**config.mk**
```make
export PLATFORM = sky130hd
export DESIGN_NAME = m_cache_lru
export DESIGN_NICKNAME = d
export VERILOG_FILES = /design/src/rtl/m_cache_pkg.sv /design/src/rtl/m_cache_lru_ages.sv /design/src/rtl/m_cache_lru.sv
export SDC_FILE = /design/constraint.sdc
export NUM_CORES = 1
export LEC_CHECK = 0
export ABC_CLOCK_PERIOD_IN_PS = 8300
export CAP_MARGIN = 25
export CORE_AREA = 2 2 129 131
export CTS_CLUSTER_SIZE = 28
export DETAILED_ROUTE_END_ITERATION = 7
export DIE_AREA = 0 0 131 133
export GPL_TIMING_DRIVEN = 0
export PLACE_DENSITY = 0.75
export SETUP_SLACK_MARGIN = 0.15
export SYNTH_ARGS = -nofsm -noshare
export SYNTH_HDL_FRONTEND = slang
export SYNTH_HIERARCHICAL = 1
export SYNTH_SLANG_ARGS = --single-unit
```
**constraint.sdc**
```tcl
create_clock -name clock -period 8.3 [get_ports clock]
set_input_delay 0.83 -clock clock [delete_from_list [all_inputs] [get_ports clock]]
set_output_delay 0.83 -clock clock [all_outputs]
set_load 0.05 [all_outputs]
```
**src/rtl/m_cache_pkg.sv**
```systemverilog
// m_cache_pkg: shared types for the fully associative LRU cache.
// FSM state enum, age-width helper and memory-op encodings.
package m_cache_pkg;

    typedef enum logic [2:0] {
        S_IDLE,
        S_LOOKUP,
        S_WB,
        S_FILL,
        S_RESP,
        S_FL_SCAN,
        S_FL_WB
    } state_t;

    localparam logic MEM_OP_WB   = 1'b1;
    localparam logic MEM_OP_FILL = 1'b0;

    function automatic int age_w(input int lines);
        return (lines > 1) ? $clog2(lines) : 1;
    endfunction

endpackage

```
**src/rtl/m_cache_lru_ages.sv**
```systemverilog
// m_cache_lru_ages: true-LRU age vector, 0 = most recently used.
// Ages stay a permutation of 0..LINES-1; reset gives age[i] = i.
module m_cache_lru_ages #(
    parameter int LINES = 4,
    parameter int AGE_W = 2
) (
    input  logic                        clock,
    input  logic                        reset,
    input  logic                        touch_en,
    input  logic [AGE_W-1:0]            touch_idx,
    output logic [LINES-1:0][AGE_W-1:0] ages,
    output logic [AGE_W-1:0]            oldest_idx
);

    // touched line becomes youngest, younger lines age by one
    always_ff @(posedge clock or posedge reset) begin
        if (reset) begin
            for (int i = 0; i < LINES; i++)
                ages[i] <= AGE_W'(i);
        end else if (touch_en) begin
            for (int i = 0; i < LINES; i++) begin
                if (AGE_W'(i) == touch_idx)
                    ages[i] <= '0;
                else if (ages[i] < ages[touch_idx])
                    ages[i] <= ages[i] + AGE_W'(1);
            end
        end
    end

    // locate the line holding the maximum age
    always_comb begin
        oldest_idx = '0;
        for (int i = 0; i < LINES; i++)
            if (ages[i] == AGE_W'(LINES - 1))
                oldest_idx = AGE_W'(i);
    end

endmodule

```
**src/rtl/m_cache_lru.sv**
```systemverilog
// m_cache_lru: write-back, write-allocate, true-LRU cache.
// Optional hit/miss counters behind M_CACHE_STATS_EN.
module m_cache_lru
    import m_cache_pkg::*;
#(
    parameter int LINES  = 4,
    parameter int ADDR_W = 8,
    parameter int DATA_W = 8,
    parameter int CNT_W  = 16
) (
    input  logic              clock,
    input  logic              reset,
    input  logic              req_valid,
    output logic              req_ready,
    input  logic              req_wren,
    input  logic [ADDR_W-1:0] req_addr,
    input  logic [DATA_W-1:0] req_data,
    output logic              resp_valid,
    output logic [DATA_W-1:0] resp_data,
    output logic              resp_hit,
    input  logic              flush_req,
    output logic              flush_done,
    output logic              mem_req,
    output logic              mem_wren,
    output logic [ADDR_W-1:0] mem_addr,
    output logic [DATA_W-1:0] mem_wdata,
    input  logic              mem_ack,
    input  logic [DATA_W-1:0] mem_rdata
`ifdef M_CACHE_STATS_EN
   ,output logic [CNT_W-1:0]  stat_hits,
    output logic [CNT_W-1:0]  stat_misses
`endif
);

    localparam int IDX_W = age_w(LINES);

    state_t state, state_n;

    logic [ADDR_W-1:0] tag  [LINES];
    logic [DATA_W-1:0] data [LINES];
    logic [LINES-1:0]  valid, dirty;

    logic [ADDR_W-1:0] r_addr;
    logic [DATA_W-1:0] r_wdata, r_rdata;
    logic              r_wren, r_hit;
    logic [IDX_W-1:0]  r_idx;
    logic              flush_pend;

    logic              hit, inv_found, fl_found, vic_wb;
    logic [IDX_W-1:0]  hit_idx, inv_idx, fl_idx, victim;
    logic [IDX_W-1:0]  oldest_idx;
    logic [LINES-1:0][IDX_W-1:0] ages;
    logic              unused_ages;
    logic              mem_go;

    assign req_ready   = (state == S_IDLE);
    assign mem_go      = mem_req && mem_ack;
    assign unused_ages = ^ages;

    m_cache_lru_ages #(
        .LINES (LINES),
        .AGE_W (IDX_W)
    ) u_ages (
        .clock      (clock),
        .reset      (reset),
        .touch_en   (state == S_RESP),
        .touch_idx  (r_idx),
        .ages       (ages),
        .oldest_idx (oldest_idx)
    );

    // tag compare, victim choice and lowest dirty line for flush
    always_comb begin
        hit       = 1'b0;
        hit_idx   = '0;
        inv_found = 1'b0;
        inv_idx   = '0;
        fl_found  = 1'b0;
        fl_idx    = '0;
        for (int i = LINES - 1; i >= 0; i--) begin
            if (valid[i] && tag[i] == r_addr) begin
                hit     = 1'b1;
                hit_idx = IDX_W'(i);
            end
            if (!valid[i]) begin
                inv_found = 1'b1;
                inv_idx   = IDX_W'(i);
            end
            if (valid[i] && dirty[i]) begin
                fl_found = 1'b1;
                fl_idx   = IDX_W'(i);
            end
        end
        victim = inv_found ? inv_idx : oldest_idx;
        vic_wb = valid[victim] && dirty[victim];
    end

    // state register
    always_ff @(posedge clock or posedge reset) begin
        if (reset)
            state <= S_IDLE;
        else
            state <= state_n;
    end

    // next-state decode
    always_comb begin
        state_n = state;
        unique case (state)
            S_IDLE:
                if (flush_req)
                    state_n = S_FL_SCAN;
                else if (req_valid)
                    state_n = S_LOOKUP;
            S_LOOKUP:
                if (hit)
                    state_n = S_RESP;
                else if (vic_wb)
                    state_n = S_WB;
                else if (!r_wren)
                    state_n = S_FILL;
                else
                    state_n = S_RESP;
            S_WB:
                if (mem_go)
                    state_n = r_wren ? S_RESP : S_FILL;
            S_FILL:
                if (mem_go)
                    state_n = S_RESP;
            S_RESP:
                state_n = S_IDLE;
            S_FL_SCAN:
                state_n = fl_found ? S_FL_WB : S_IDLE;
            S_FL_WB:
                if (mem_go)
                    state_n = S_FL_SCAN;
            default:
                state_n = S_IDLE;
        endcase
    end

    // line array, request latch, responses and memory port
    always_ff @(posedge clock or posedge reset) begin
        if (reset) begin
            for (int i = 0; i < LINES; i++) begin
                tag[i]  <= '0;
                data[i] <= '0;
            end
            valid      <= '0;
            dirty      <= '0;
            r_addr     <= '0;
            r_wdata    <= '0;
            r_rdata    <= '0;
            r_wren     <= 1'b0;
            r_hit      <= 1'b0;
            r_idx      <= '0;
            resp_valid <= 1'b0;
            resp_data  <= '0;
            resp_hit   <= 1'b0;
            flush_pend <= 1'b0;
            flush_done <= 1'b0;
            mem_req    <= 1'b0;
            mem_wren   <= 1'b0;
            mem_addr   <= '0;
            mem_wdata  <= '0;
        end else begin
            resp_valid <= (state == S_RESP);
            flush_pend <= (state == S_FL_SCAN) && !fl_found;
            flush_done <= flush_pend;
            unique case (state)
                S_IDLE:
                    if (!flush_req && req_valid) begin
                        r_addr  <= req_addr;
                        r_wdata <= req_data;
                        r_wren  <= req_wren;
                    end
                S_LOOKUP: begin
                    r_hit <= hit;
                    r_idx <= hit ? hit_idx : victim;
                    if (hit) begin
                        if (r_wren) begin
                            data[hit_idx]  <= r_wdata;
                            dirty[hit_idx] <= 1'b1;
                            r_rdata        <= r_wdata;
                        end else begin
                            r_rdata <= data[hit_idx];
                        end
                    end else if (r_wren && !vic_wb) begin
                        tag[victim]   <= r_addr;
                        data[victim]  <= r_wdata;
                        valid[victim] <= 1'b1;
                        dirty[victim] <= 1'b1;
                        r_rdata       <= r_wdata;
                    end
                end
                S_WB:
                    if (mem_go && r_wren) begin
                        tag[r_idx]   <= r_addr;
                        data[r_idx]  <= r_wdata;
                        valid[r_idx] <= 1'b1;
                        dirty[r_idx] <= 1'b1;
                        r_rdata      <= r_wdata;
                    end
                S_FILL:
                    if (mem_go) begin
                        tag[r_idx]   <= r_addr;
                        data[r_idx]  <= mem_rdata;
                        valid[r_idx] <= 1'b1;
                        dirty[r_idx] <= 1'b0;
                        r_rdata      <= mem_rdata;
                    end
                S_RESP: begin
                    resp_data <= r_rdata;
                    resp_hit  <= r_hit;
                end
                S_FL_SCAN:
                    r_idx <= fl_idx;
                S_FL_WB:
                    if (mem_go)
                        dirty[r_idx] <= 1'b0;
                default: ;
            endcase
            unique case (state_n)
                S_WB:
                    if (state == S_LOOKUP) begin
                        mem_req   <= 1'b1;
                        mem_wren  <= MEM_OP_WB;
                        mem_addr  <= tag[victim];
                        mem_wdata <= data[victim];
                    end
                S_FILL:
                    if (state != S_FILL) begin
                        mem_req  <= 1'b1;
                        mem_wren <= MEM_OP_FILL;
                        mem_addr <= r_addr;
                    end
                S_FL_WB:
                    if (state == S_FL_SCAN) begin
                        mem_req   <= 1'b1;
                        mem_wren  <= MEM_OP_WB;
                        mem_addr  <= tag[fl_idx];
                        mem_wdata <= data[fl_idx];
                    end
                default:
                    mem_req <= 1'b0;
            endcase
        end
    end

`ifdef M_CACHE_STATS_EN
    // saturating hit/miss counters, stepped once per response
    always_ff @(posedge clock or posedge reset) begin
        if (reset) begin
            stat_hits   <= '0;
            stat_misses <= '0;
        end else if (state == S_RESP) begin
            if (r_hit) begin
                if (stat_hits != '1)
                    stat_hits <= stat_hits + CNT_W'(1);
            end else begin
                if (stat_misses != '1)
                    stat_misses <= stat_misses + CNT_W'(1);
            end
        end
    end
`endif

endmodule

```
==> impl_metrics.yaml, run 1 <==
outcome:
  status: "finished clean"
final_layout:
  final-seq-area_sq_mm: 0.00353
  design.final.nets: 947
  share_of_layout_cells_above_drive_strength_1_pct: 20.6
  flow.area_growth_from_synthesis_pct: 17.4
  fin_cells: 1143
  antennaDiodeCount: 0
  fill_cells: 1321
  multi_input_comb_area_sq_mm: 0.00490
die:
  die_width_um: 131
  core_sq_mm: 0.0162
  pin_count: 60
  fp.dieH_um: 133
  placementRows: 47
  dieArea_sq_mm: 0.0174
  initial_utilization_pct: 54.2
grt:
  grt_pass1_vias: 7107
  grt_max_degree: 70
  grt_usage_pct: 29.6
  grt_antenna_before_repair: 0
  grt_pass1_wl_um: 39100
  globalRoute.totalOverflow: 0
logic_synthesis:
  synth_top_area_share_pct: 39.1
  synth_edf_count: 0
  flip_flop_and_latch_count_after_synthesis: 141
  cells_after_synthesis: 829
  post_synth_num_cell_types: 83
  synth_top_area_cell: "sky130_fd_sc_hd__dfrtp_1"
  ys_warn_count: 6
  avgSynthCellArea_sq_um: 10.6
  synth.net_count: 866
  synth-main-ff-cell: "sky130_fd_sc_hd__dfrtp_1"
  main_area_contributors_after_synthesis: "sky130_fd_sc_hd__dfrtp_1 39%, sky130_fd_sc_hd__mux2_2 6.9%, sky130_fd_sc_hd__mux4_2 6.2%, sky130_fd_sc_hd__nand2_1 4.0%, sky130_fd_sc_hd__xnor2_1 3.2%"
  syn_area_sq_mm: 0.00876
  seq_area_frac_synth_pct: 40.3
  async_set_or_reset_register_ratio_after_synthesis_pct: 100
setup_path:
  critical_path.max_fanout: 9
  critPathRequiredTime_ns: 8.60
  worstPathArrival_ns: 3.91
  setup.worst_path.class: "reg -> reg"
  length_in_cells_of_the_worst_reg_to_reg_path: 12
  worstSetupStartpointType: "register"
  crit_path_end_kind: "register"
clock_network:
  h-tree-depth: 4
  clock-sinks: 141
  hold_buffers_post_cts: 0
  clock_transition_time_at_the_flip_flop_clock_pins_of_the_worst_setup_and_hold_paths_ns: 0.07
  cts_repair_resize_count: 0
  cts.root.buffer_cell: "sky130_fd_sc_hd__clkbuf_16"
  tritoncts: "built"
  postCtsSetupRepairBufs: 0
  cts-buffers-inserted: 17
  insertion_delay_ns: 0.44
  number_of_buffers_between_clock_root_and_the_deepest_sink: 2
hold_path:
  whs_path_depth: 0
  holdCritPathClass: "reg -> reg"
routing:
  routed_wire_length_per_instance_um: 21.9
  antenna_violating_nets_post_route: 0
  drt-vias-per-instance: 6.45
  drc_errors: 0
  drt_pre_antenna_iters: 8
  routed-via-count: 7378
  final_wirelength_um: 25000
  first_iter_violations: 729
sta:
  hold_violations: 0
  finalSetupTns_ns: 0
  fin_ws_ns: 4.69
  report.final.slew_viol_count: 0
  setup_violations: 0
  fin_worst_hold_slack_ns: 0.352
  worst_pin_slew_ns: 1.06
  rsz0062_at_grt: "no"
  fin_crit_ns: 3.61
  timing.max_slew.rel_slack_pct: 29.5
  top_achievable_clock_speed_mhz: 277
  post-route-period-util_pct: 43.5
  timing.clock.skew_ns: 0.00898
placement:
  last_weighted_congestion_value_of_the_routability_driven_placer: 0.978
  place.detailed.hpwl_um: 17500
  placed_cells: 1111
  detailedPlace.worstSlack_ns: 4.68
  buffers_added_on_ports: 59
power_and_ir_drop:
  worst_ir_drop_vdd_uv: 202
  power_switching_mw: 1.74
  p_leak_nw: 4.13
  power.clock.fraction_pct: 19.9
  p_int_mw: 2.18
  p_comb_share_pct: 50.9
  power.share.switching_pct: 44.4
  seq_power_share_pct: 29.2
  power_density_mw_per_mm2: 382
run:
  cap_violations: 0
[cell usage in the layout, fill, tap and decap left out, types with 6 or more instances in the layout]
cell                                n
sky130_fd_sc_hd__buf_2             12
sky130_fd_sc_hd__clkdlybuf4s50_1   59
sky130_fd_sc_hd__nand4_1            6
sky130_fd_sc_hd__o21ai_0           28
sky130_fd_sc_hd__or2_2              9
sky130_fd_sc_hd__buf_6             10
sky130_fd_sc_hd__o2bb2ai_1         10
sky130_fd_sc_hd__nand2_1           94
sky130_fd_sc_hd__inv_1              9
sky130_fd_sc_hd__clkbuf_1          19
sky130_fd_sc_hd__a21boi_0           8
sky130_fd_sc_hd__nand2b_1          17
sky130_fd_sc_hd__xnor2_1           32
sky130_fd_sc_hd__mux2i_1           12
sky130_fd_sc_hd__nand3_1           30
sky130_fd_sc_hd__a22oi_1           14
sky130_fd_sc_hd__ha_1               7
sky130_fd_sc_hd__dfrtp_1          137
sky130_fd_sc_hd__nor2_1            32
sky130_fd_sc_hd__mux2_2            54
sky130_fd_sc_hd__buf_1              6
sky130_fd_sc_hd__clkbuf_16         17
sky130_fd_sc_hd__a221o_1            6
sky130_fd_sc_hd__o22ai_1           30
sky130_fd_sc_hd__o21a_1             6
sky130_fd_sc_hd__nand3b_1          14
sky130_fd_sc_hd__a21o_1             7
sky130_fd_sc_hd__a2bb2oi_1         20
sky130_fd_sc_hd__a21oi_1           23
sky130_fd_sc_hd__nor2b_1            7
sky130_fd_sc_hd__nor3_1             8
sky130_fd_sc_hd__a31oi_1            6
sky130_fd_sc_hd__mux2_4             8
sky130_fd_sc_hd__o31ai_1           19
sky130_fd_sc_hd__a22o_1            10
sky130_fd_sc_hd__mux4_2            24
[cell usage after synthesis, drive strengths merged, types with 9 or more instances]
| master | number |
|---|---|
| xnor2 | 32 |
| a22o | 10 |
| mux4 | 25 |
| nand3b | 14 |
| o31ai | 20 |
| o22ai | 30 |
| o2bb2ai | 10 |
| nand3 | 30 |
| mux2 | 62 |
| nor3 | 11 |
| a2bb2oi | 20 |
| buf | 31 |
| mux2i | 12 |
| nor2 | 32 |
| or2 | 9 |
| nand2 | 97 |
| a22oi | 14 |
| dfrtp | 137 |
| inv | 10 |
| o21ai | 33 |
| clkbuf | 20 |
| a21boi | 13 |
| a21oi | 25 |
| nand2b | 17 |
[critical path: stages (launching register included)]
cell                       delay (ns)
sky130_fd_sc_hd__dfstp_2         0.57
sky130_fd_sc_hd__ha_1            0.20
sky130_fd_sc_hd__inv_1           0.05
sky130_fd_sc_hd__a21o_1          0.19
sky130_fd_sc_hd__nand3b_1        0.22
sky130_fd_sc_hd__a31o_2          0.29
sky130_fd_sc_hd__a211oi_2        0.25
sky130_fd_sc_hd__o31ai_1         0.12
sky130_fd_sc_hd__o31ai_2         0.68
sky130_fd_sc_hd__nor2b_1         0.16
sky130_fd_sc_hd__buf_4           0.25
sky130_fd_sc_hd__mux2i_1         0.36
sky130_fd_sc_hd__o21ai_0         0.13
[cells by family after synthesis]
| family | after synthesis | synth area share [%] |
|---|---|---|
| AND/OR/NAND/NOR | 247 | 14.3 |
| AO/OA/AOI/OAI | 240 | 21.2 |
| flip-flops | 141 | 40.3 |
| multiplexers | 99 | 16.2 |
| buffers and inverters | 62 | 3.78 |
| XOR/XNOR | 33 | 3.30 |
| adder cells (fa/ha/maj) | 7 | 1.00 |
[metrics by stage]
step	area, sq um	utilization (%)	total power, mW
floorplan	8760	-	2.54
global route	10300	63.6	4.13
global placement	9630	59.5	3.06
CTS	10300	63.6	3.89
detailed placement	9680	59.9	3.10
finish	10300	63.6	3.92
[metal layers]
metal	vias to the layer above	track usage, %	share of wire [%]	wire length, um
met3	60	8.09	9.2	2290
met4	0	9.52	2.2	550
li1	3320	-	-	-
met2	385	45.2	46	11600
met1	3613	41.0	42	10500
met5	-	0	0	0
[worst paths after layout]
check	from	endpoint	slack (ns)
max	u_ages/ages[5]	mem_wdata[6]	4.69
min	flush_pend	flush_done	0.35
max reg2reg	u_ages/ages[5]	mem_wdata[6]	4.69
min reg2reg	flush_pend	flush_done	0.35
max in group asynchronous	reset	data[24]	6.70
min in group asynchronous	reset	u_ages/ages[0]	0.77
[power by group through the flow]
stage	Combinational [mW]	Sequential [mW]	Clock [mW]
3_5_place_dp	1.96	1.15	0
6_report	2.00	1.15	0.779
5_1_grt	2.14	1.17	0.816
3_3_place_gp	1.93	1.13	0
2_1_floorplan	1.28	1.27	0
4_1_cts	1.97	1.14	0.786
[registers in the layout, summed over array words and instances (netlist names), 2 cells and up]
register	flops
valid	4
state	3
r_rdata	8
mem_addr	8
r_wdata	8
tag	32
r_idx	2
dirty	4
u_ages/ages	8
r_addr	8
mem_wdata	8
data	32
resp_data	8
[final cells by class]
class | count | share of cell area [%]
Multi-Input combinational cell | 626 | 47.6
Sequential cell | 141 | 34.4
Timing Repair Buffer | 62 | 6.22
Clock buffer | 19 | 4.40
Buffer | 51 | 2.82
Tap cell | 220 | 2.68
Clock inverter | 13 | 1.46
Inverter | 11 | 0.450
Note: power is estimated with default switching activity, not from simulation.
==> run 2: changes to the inputs <==
ABC_CLOCK_PERIOD_IN_PS = 3340   (was 8300)
clock period = 3.34 ns   (was 8.3 ns; I/O delays follow)
==> run 2 against run 1 <==
Global-route usage is 0.48 points higher; sequential cell count is the same; sequential power increased by 150%; register-to-register slack worse by 4.6 ns; non-clock buffer count rose by 24; worst hold slack worse by 0.11 ns; first-iteration DRC count is 17% higher; count of clock-buffer cells in the layout did not move; die area unchanged; critical path type unchanged.
==> impl_metrics.yaml, run 2 (same netlist as run 1, synthesis figures left out) <==
run:
  cap_violations: 0
final_layout:
  share_of_layout_cells_above_drive_strength_1_pct: 24.2
  flow.area_growth_from_synthesis_pct: 22.4
  antennaDiodeCount: 0
  largestRegisters: "data (32), tag (32)"
  design.final.nets: 971
  final-seq-area_sq_mm: 0.00353
  stdcell_area_sq_mm: 0.0107
  mostFrequentLayoutCells: "137 x sky130_fd_sc_hd__dfrtp_1, 94 x sky130_fd_sc_hd__nand2_1, 59 x sky130_fd_sc_hd__clkdlybuf4s50_1"
  final_common_cell: "sky130_fd_sc_hd__dfrtp_1"
  fill_cells: 1260
  multi_input_comb_area_sq_mm: 0.00504
die:
  initial_utilization_pct: 54.2
  die_width_um: 131
  fp.dieH_um: 133
  dieArea_sq_mm: 0.0174
  placementRows: 47
  core_sq_mm: 0.0162
  pin_count: 60
grt:
  grt_pass1_wl_um: 39600
  globalRoute.totalOverflow: 0
  grt_pass1_vias: 7180
  grt_antenna_before_repair: 0
  grt_usage_pct: 30.1
  grt_max_degree: 43
routing:
  drt-vias-per-instance: 6.55
  met2_wirelength_um: 12000
  routed-via-count: 7649
  drt_pre_antenna_iters: 6
  final_wirelength_um: 25900
  antenna_violating_nets_post_route: 0
  detailroute.wirelength.met3_um: 2460
  routed_wire_length_per_instance_um: 22.2
  wirelength_met1_um: 10500
  first_iter_violations: 851
  top_signal_layer_used: "met4"
  drc_errors: 0
placement:
  buffers_added_on_ports: 59
  place_area_sq_mm: 0.00971
  last_weighted_congestion_value_of_the_routability_driven_placer: 0.978
  place.detailed.hpwl_um: 17600
clock_network:
  tritoncts: "built"
  number_of_buffers_between_clock_root_and_the_deepest_sink: 2
  h-tree-depth: 4
  cts.root.buffer_cell: "sky130_fd_sc_hd__clkbuf_16"
  insertion_delay_ns: 0.43
  cts-buffers-inserted: 17
  clock-sinks: 141
  clock_transition_time_at_the_flip_flop_clock_pins_of_the_worst_setup_and_hold_paths_ns: 0.06
sta:
  worst_pin_slew_ns: 1.28
  hold_violations: 0
  rsz0062_at_grt: "yes"
  top_achievable_clock_speed_mhz: 309
  setup_violations: 0
  finalSetupTns_ns: 0
  fin_crit_ns: 3.23
  timing.max_slew.rel_slack_pct: 14.1
  post-route-period-util_pct: 96.8
  report.final.slew_viol_count: 0
  timing.clock.skew_ns: 0.00907
setup_path:
  critical_path.startpoint: "u_ages/ages[5]"
  length_in_cells_of_the_worst_reg_to_reg_path: 13
  critical_path.max_fanout: 8
  critPathRequiredTime_ns: 3.65
  worstSetupStartpointType: "register"
  crit_path_end_kind: "register"
  regToRegStartpoint: "u_ages/ages[5]"
  worstPathArrival_ns: 3.54
  setup.worst_path.class: "reg -> reg"
power_and_ir_drop:
  worst_ir_drop_vdd_uv: 523
  p_leak_nw: 4.31
  total_power_mw: 10.3
  power_density_mw_per_mm2: 956
hold_path:
  holdCritPathClass: "in -> async"
outcome:
  status: "finished clean"
==> run 2: changes by cell type in the layout (fill, tap and decap cells not counted), sizes merged <==
cell / change
clkdlybuf4s15: +1
buf: +23
inv: -3
bufinv: +1
clkinvlp: +4
clkinv: -2
==> run 2: critical path, stage by stage, from the launching register on <==
cell and delay, ns:
sky130_fd_sc_hd__dfstp_2 0.57, sky130_fd_sc_hd__ha_2 0.20, sky130_fd_sc_hd__inv_1 0.04, sky130_fd_sc_hd__a21o_1 0.18
sky130_fd_sc_hd__nand3b_1 0.23, sky130_fd_sc_hd__a31o_2 0.31, sky130_fd_sc_hd__a211oi_2 0.25, sky130_fd_sc_hd__nor3_2 0.13
sky130_fd_sc_hd__o41ai_4 0.26, sky130_fd_sc_hd__buf_4 0.18, sky130_fd_sc_hd__nor2b_4 0.18, sky130_fd_sc_hd__buf_12 0.18
sky130_fd_sc_hd__mux2i_4 0.28, sky130_fd_sc_hd__o21ai_0 0.11
==> run 2: repair_timing <==
item / CTS / global route
setup endpoints to repair: 72 / 89
hold buffers: 0 / 0
gates cloned: 0 / 1
gates resized for setup: 22 / 17
setup buffers: 14 / 7
pin swaps: 5 / 13
==> run 2: area by class of cell <==
class | instances | area share [%]
multi-input cells | 626 | 47.0
plain buffers | 51 | 3.04
repair buffers | 86 | 8.42
clock buffers | 19 | 4.13
well taps | 220 | 2.57
flip-flops and latches | 141 | 32.9
inverters | 11 | 0.420
clock inverters | 13 | 1.43
==> run 2: metrics by stage <==
step                cells  setup slack, ns  hold WS (ns)  utilization [%]
floorplan             829            0.278         0.147                -
global placement     1108           -0.101         0.337             59.6
detailed placement   1113           -0.146         0.337             60.1
CTS                  1159            0.127         0.249             65.4
global route         1167           0.0532         0.281             66.3
finish               1167            0.108         0.242             66.3
==> run 2: routing by layer <==
metal / global-route usage [%] / vias up
met1: 42.8 / 3728
met2: 45.0 / 480
li1: - / 3359
met4: 12.0 / 0
met3: 6.27 / 82
met5: 0 / -
==> run 2: final timing paths <==
check                                       to  slack, ns
worst max-delay path              mem_wdata[7]       0.11
worst min-delay path            u_ages/ages[0]       0.24
worst max register to register    mem_wdata[7]       0.11
worst min register to register      flush_done       0.35
max in group asynchronous              data[9]       2.04
min in group clock                  flush_done       0.35
==> run 2: report_power, final <==
group / internal, mW / total (mW) / switching, mW
sequential: 2.29 / 2.85 / 0.561
clock: 1.14 / 1.94 / 0.799
combinational: 2.32 / 5.47 / 3.14
==> run 3: changes to the inputs <==
ABC_CLOCK_PERIOD_IN_PS = 2800   (was 3340)
CORE_AREA = 3 3 132 134   (was 2 2 129 131)
DIE_AREA = 0 0 135 137   (was 0 0 131 133)
PLACE_DENSITY = 0.76   (was 0.75)
SLEW_MARGIN = 25   (was not set)
clock period = 2.8 ns   (was 3.34 ns; I/O delays follow)
==> run 3 against run 2 <==
The run now ends with setup timing left; critical path depth did not move; clock skew barely moved; core utilization rose by 5.6 points; first-iteration DRC count rose by 24%; sequential power rose by 24%; combinational power rose by 40%; via count rose by 6.7%; setup slack got worse by 0.50 ns; critical path type unchanged; critical endpoint unchanged; largest cell class unchanged; highest routed layer unchanged.
==> impl_metrics.yaml, run 3 (same netlist as run 1, synthesis figures left out) <==
sta:
  top_achievable_clock_speed_mhz: 313
  fin_worst_hold_slack_ns: 0.198
  setup_violations: 96
  timing.clock.skew_ns: 0.00886
  rsz0062_at_grt: "yes"
  fin_ws_ns: -0.396
  worst_pin_slew_ns: 0.970
  timing.max_slew.rel_slack_pct: 35.2
  hold_violations: 0
  report.final.slew_viol_count: 0
  post-route-period-util_pct: 114
  fin_crit_ns: 3.20
placement:
  last_weighted_congestion_value_of_the_routability_driven_placer: 0.969
  placed_cells: 1113
  buffers_added_on_ports: 59
  place.detailed.hpwl_um: 18000
setup_path:
  critical_path.max_fanout: 8
  worstPathArrival_ns: 3.50
  worstSetupStartpointType: "register"
  setup.worst_path.class: "reg -> reg"
  critPathRequiredTime_ns: 3.11
  regToRegStartpoint: "u_ages/ages[5]"
  r2r_end: "mem_wdata[7]"
  timing.reg2reg.setup_slack_ns: -0.40
  crit_path_end_kind: "register"
  length_in_cells_of_the_worst_reg_to_reg_path: 13
final_layout:
  fin_cells: 1202
  share_of_layout_cells_above_drive_strength_1_pct: 33.7
  final_common_cell: "sky130_fd_sc_hd__dfrtp_1"
  mostFrequentLayoutCells: "137 x sky130_fd_sc_hd__dfrtp_1, 78 x sky130_fd_sc_hd__nand2_1, 59 x sky130_fd_sc_hd__clkdlybuf4s50_1"
  flow.area_growth_from_synthesis_pct: 34.7
  multi_input_comb_area_sq_mm: 0.00561
  finalCoreUtilization_pct: 71.9
  largestRegisters: "data (32), tag (32)"
  antennaDiodeCount: 0
  fill_cells: 1036
  design.final.nets: 1006
  final-seq-area_sq_mm: 0.00353
routing:
  drt-vias-per-instance: 6.79
  drc_errors: 0
  drt_pre_antenna_iters: 6
  final_wirelength_um: 28900
  routed_wire_length_per_instance_um: 24.1
  first_iter_violations: 1054
  antenna_violating_nets_post_route: 0
  routed-via-count: 8163
clock_network:
  clock-sinks: 141
  tritoncts: "built"
  cts-buffers-inserted: 17
  hold_buffers_post_cts: 0
  insertion_delay_ns: 0.42
  cts.root.buffer_cell: "sky130_fd_sc_hd__clkbuf_16"
  clock_transition_time_at_the_flip_flop_clock_pins_of_the_worst_setup_and_hold_paths_ns: 0.07
  number_of_buffers_between_clock_root_and_the_deepest_sink: 2
  h-tree-depth: 4
grt:
  grt_usage_pct: 29.3
  globalRoute.totalOverflow: 0
  grt_antenna_before_repair: 0
  grt_max_degree: 31
  grt_pass1_wl_um: 42000
  grt_pass1_vias: 7792
die:
  core_sq_mm: 0.0164
  placementRows: 47
  fp.dieH_um: 137
  die_width_um: 135
  dieArea_sq_mm: 0.0185
  initial_utilization_pct: 53.4
  pin_count: 60
power_and_ir_drop:
  p_int_mw: 7.67
  power.clock.fraction_pct: 18.3
  power.share.switching_pct: 44.1
  seq_power_share_pct: 25.8
  power_switching_mw: 6.04
  p_leak_nw: 4.70
  power_density_mw_per_mm2: 1160
  worst_ir_drop_vdd_uv: 578
  total_power_mw: 13.7
  p_comb_share_pct: 55.9
run:
  cap_violations: 0
hold_path:
  holdCritPathClass: "in -> async"
outcome:
  status: "finished, violations left"
  failed_checks: "setup timing"
-- run 3: cell count changes in the layout (fill, tap and decap cells not counted), sizes merged --
cell	previous run	this run
bufinv	2	4
inv	14	15
clkdlybuf4s18	1	0
clkinv	4	1
buf	56	93
clkbuf	39	38
-- run 3: metal layers --
metal | wire length, um | vias to the layer above | track usage (%)
met3 | 3330 | 163 | 7.06
met2 | 13200 | 638 | 45.6
met4 | 1670 | 0 | 13.4
met1 | 10700 | 3930 | 38.9
li1 | - | 3432 | -
met5 | 0 | - | 0
-- run 3: final cells by class --
| cell class | count | share of cell area [%] |
|---|---|---|
| repair buffers | 121 | 11.1 |
| inverters | 11 | 0.382 |
| well taps | 220 | 2.33 |
| multi-input cells | 626 | 47.6 |
| plain buffers | 51 | 3.15 |
| clock buffers | 19 | 3.84 |
| clock inverters | 13 | 1.68 |
| flip-flops and latches | 141 | 29.9 |
-- run 3: timing repair --
action,in CTS,in global routing
cloned,2,3
endpoints found under the setup margin,99,107
pin swaps,10,36
setup buffers,34,18
endpoints found under the hold margin,0,0
resized for setup,64,122
-- run 3: worst max path at each step --
stage | startpoint | endpoint | depth (start not counted)
floorplan | u_ages/ages[5] | tag[0] | 10
global placement | u_ages/ages[5] | mem_wdata[7] | 12
detailed placement | u_ages/ages[5] | mem_wdata[7] | 12
CTS | u_ages/ages[5] | tag[3] | 14
global route | u_ages/ages[5] | mem_wdata[7] | 13
finish | u_ages/ages[5] | mem_wdata[7] | 13
-- run 3: power by group through the flow --
stage                     sequential [mW]  combinational [mW]  clock, mW
after floorplan                      3.76                3.85          0
after global placement               3.41                5.69          0
after detailed placement             3.45                5.82          0
after CTS                            3.43                6.46       2.52
after global routing                 3.59                8.05       2.62
final                                3.54                7.67       2.51
-- run 3: worst max-delay path, stage by stage (launching register included) --
cell,delay (ns)
sky130_fd_sc_hd__dfstp_2,0.56
sky130_fd_sc_hd__ha_4,0.14
sky130_fd_sc_hd__inv_2,0.03
sky130_fd_sc_hd__a21o_1,0.20
sky130_fd_sc_hd__nand3b_1,0.25
sky130_fd_sc_hd__a31o_4,0.31
sky130_fd_sc_hd__a211oi_4,0.31
sky130_fd_sc_hd__nor3_4,0.10
sky130_fd_sc_hd__o41ai_4,0.22
sky130_fd_sc_hd__buf_4,0.19
sky130_fd_sc_hd__nor2b_4,0.22
sky130_fd_sc_hd__buf_12,0.19
sky130_fd_sc_hd__mux2i_4,0.28
sky130_fd_sc_hd__o21ai_1,0.08
-- run 3: per-stage QoR --
step                cell area [sq um]  setup WS (ns)  TNS, ns
finish                          11800         -0.396   -22.39
global route                    11800         -0.444   -27.44
CTS                             11100         -0.222   -10.13
detailed placement               9850         -0.635   -29.74
global placement                 9720         -0.615   -79.59
floorplan                        8850         0.0338        0
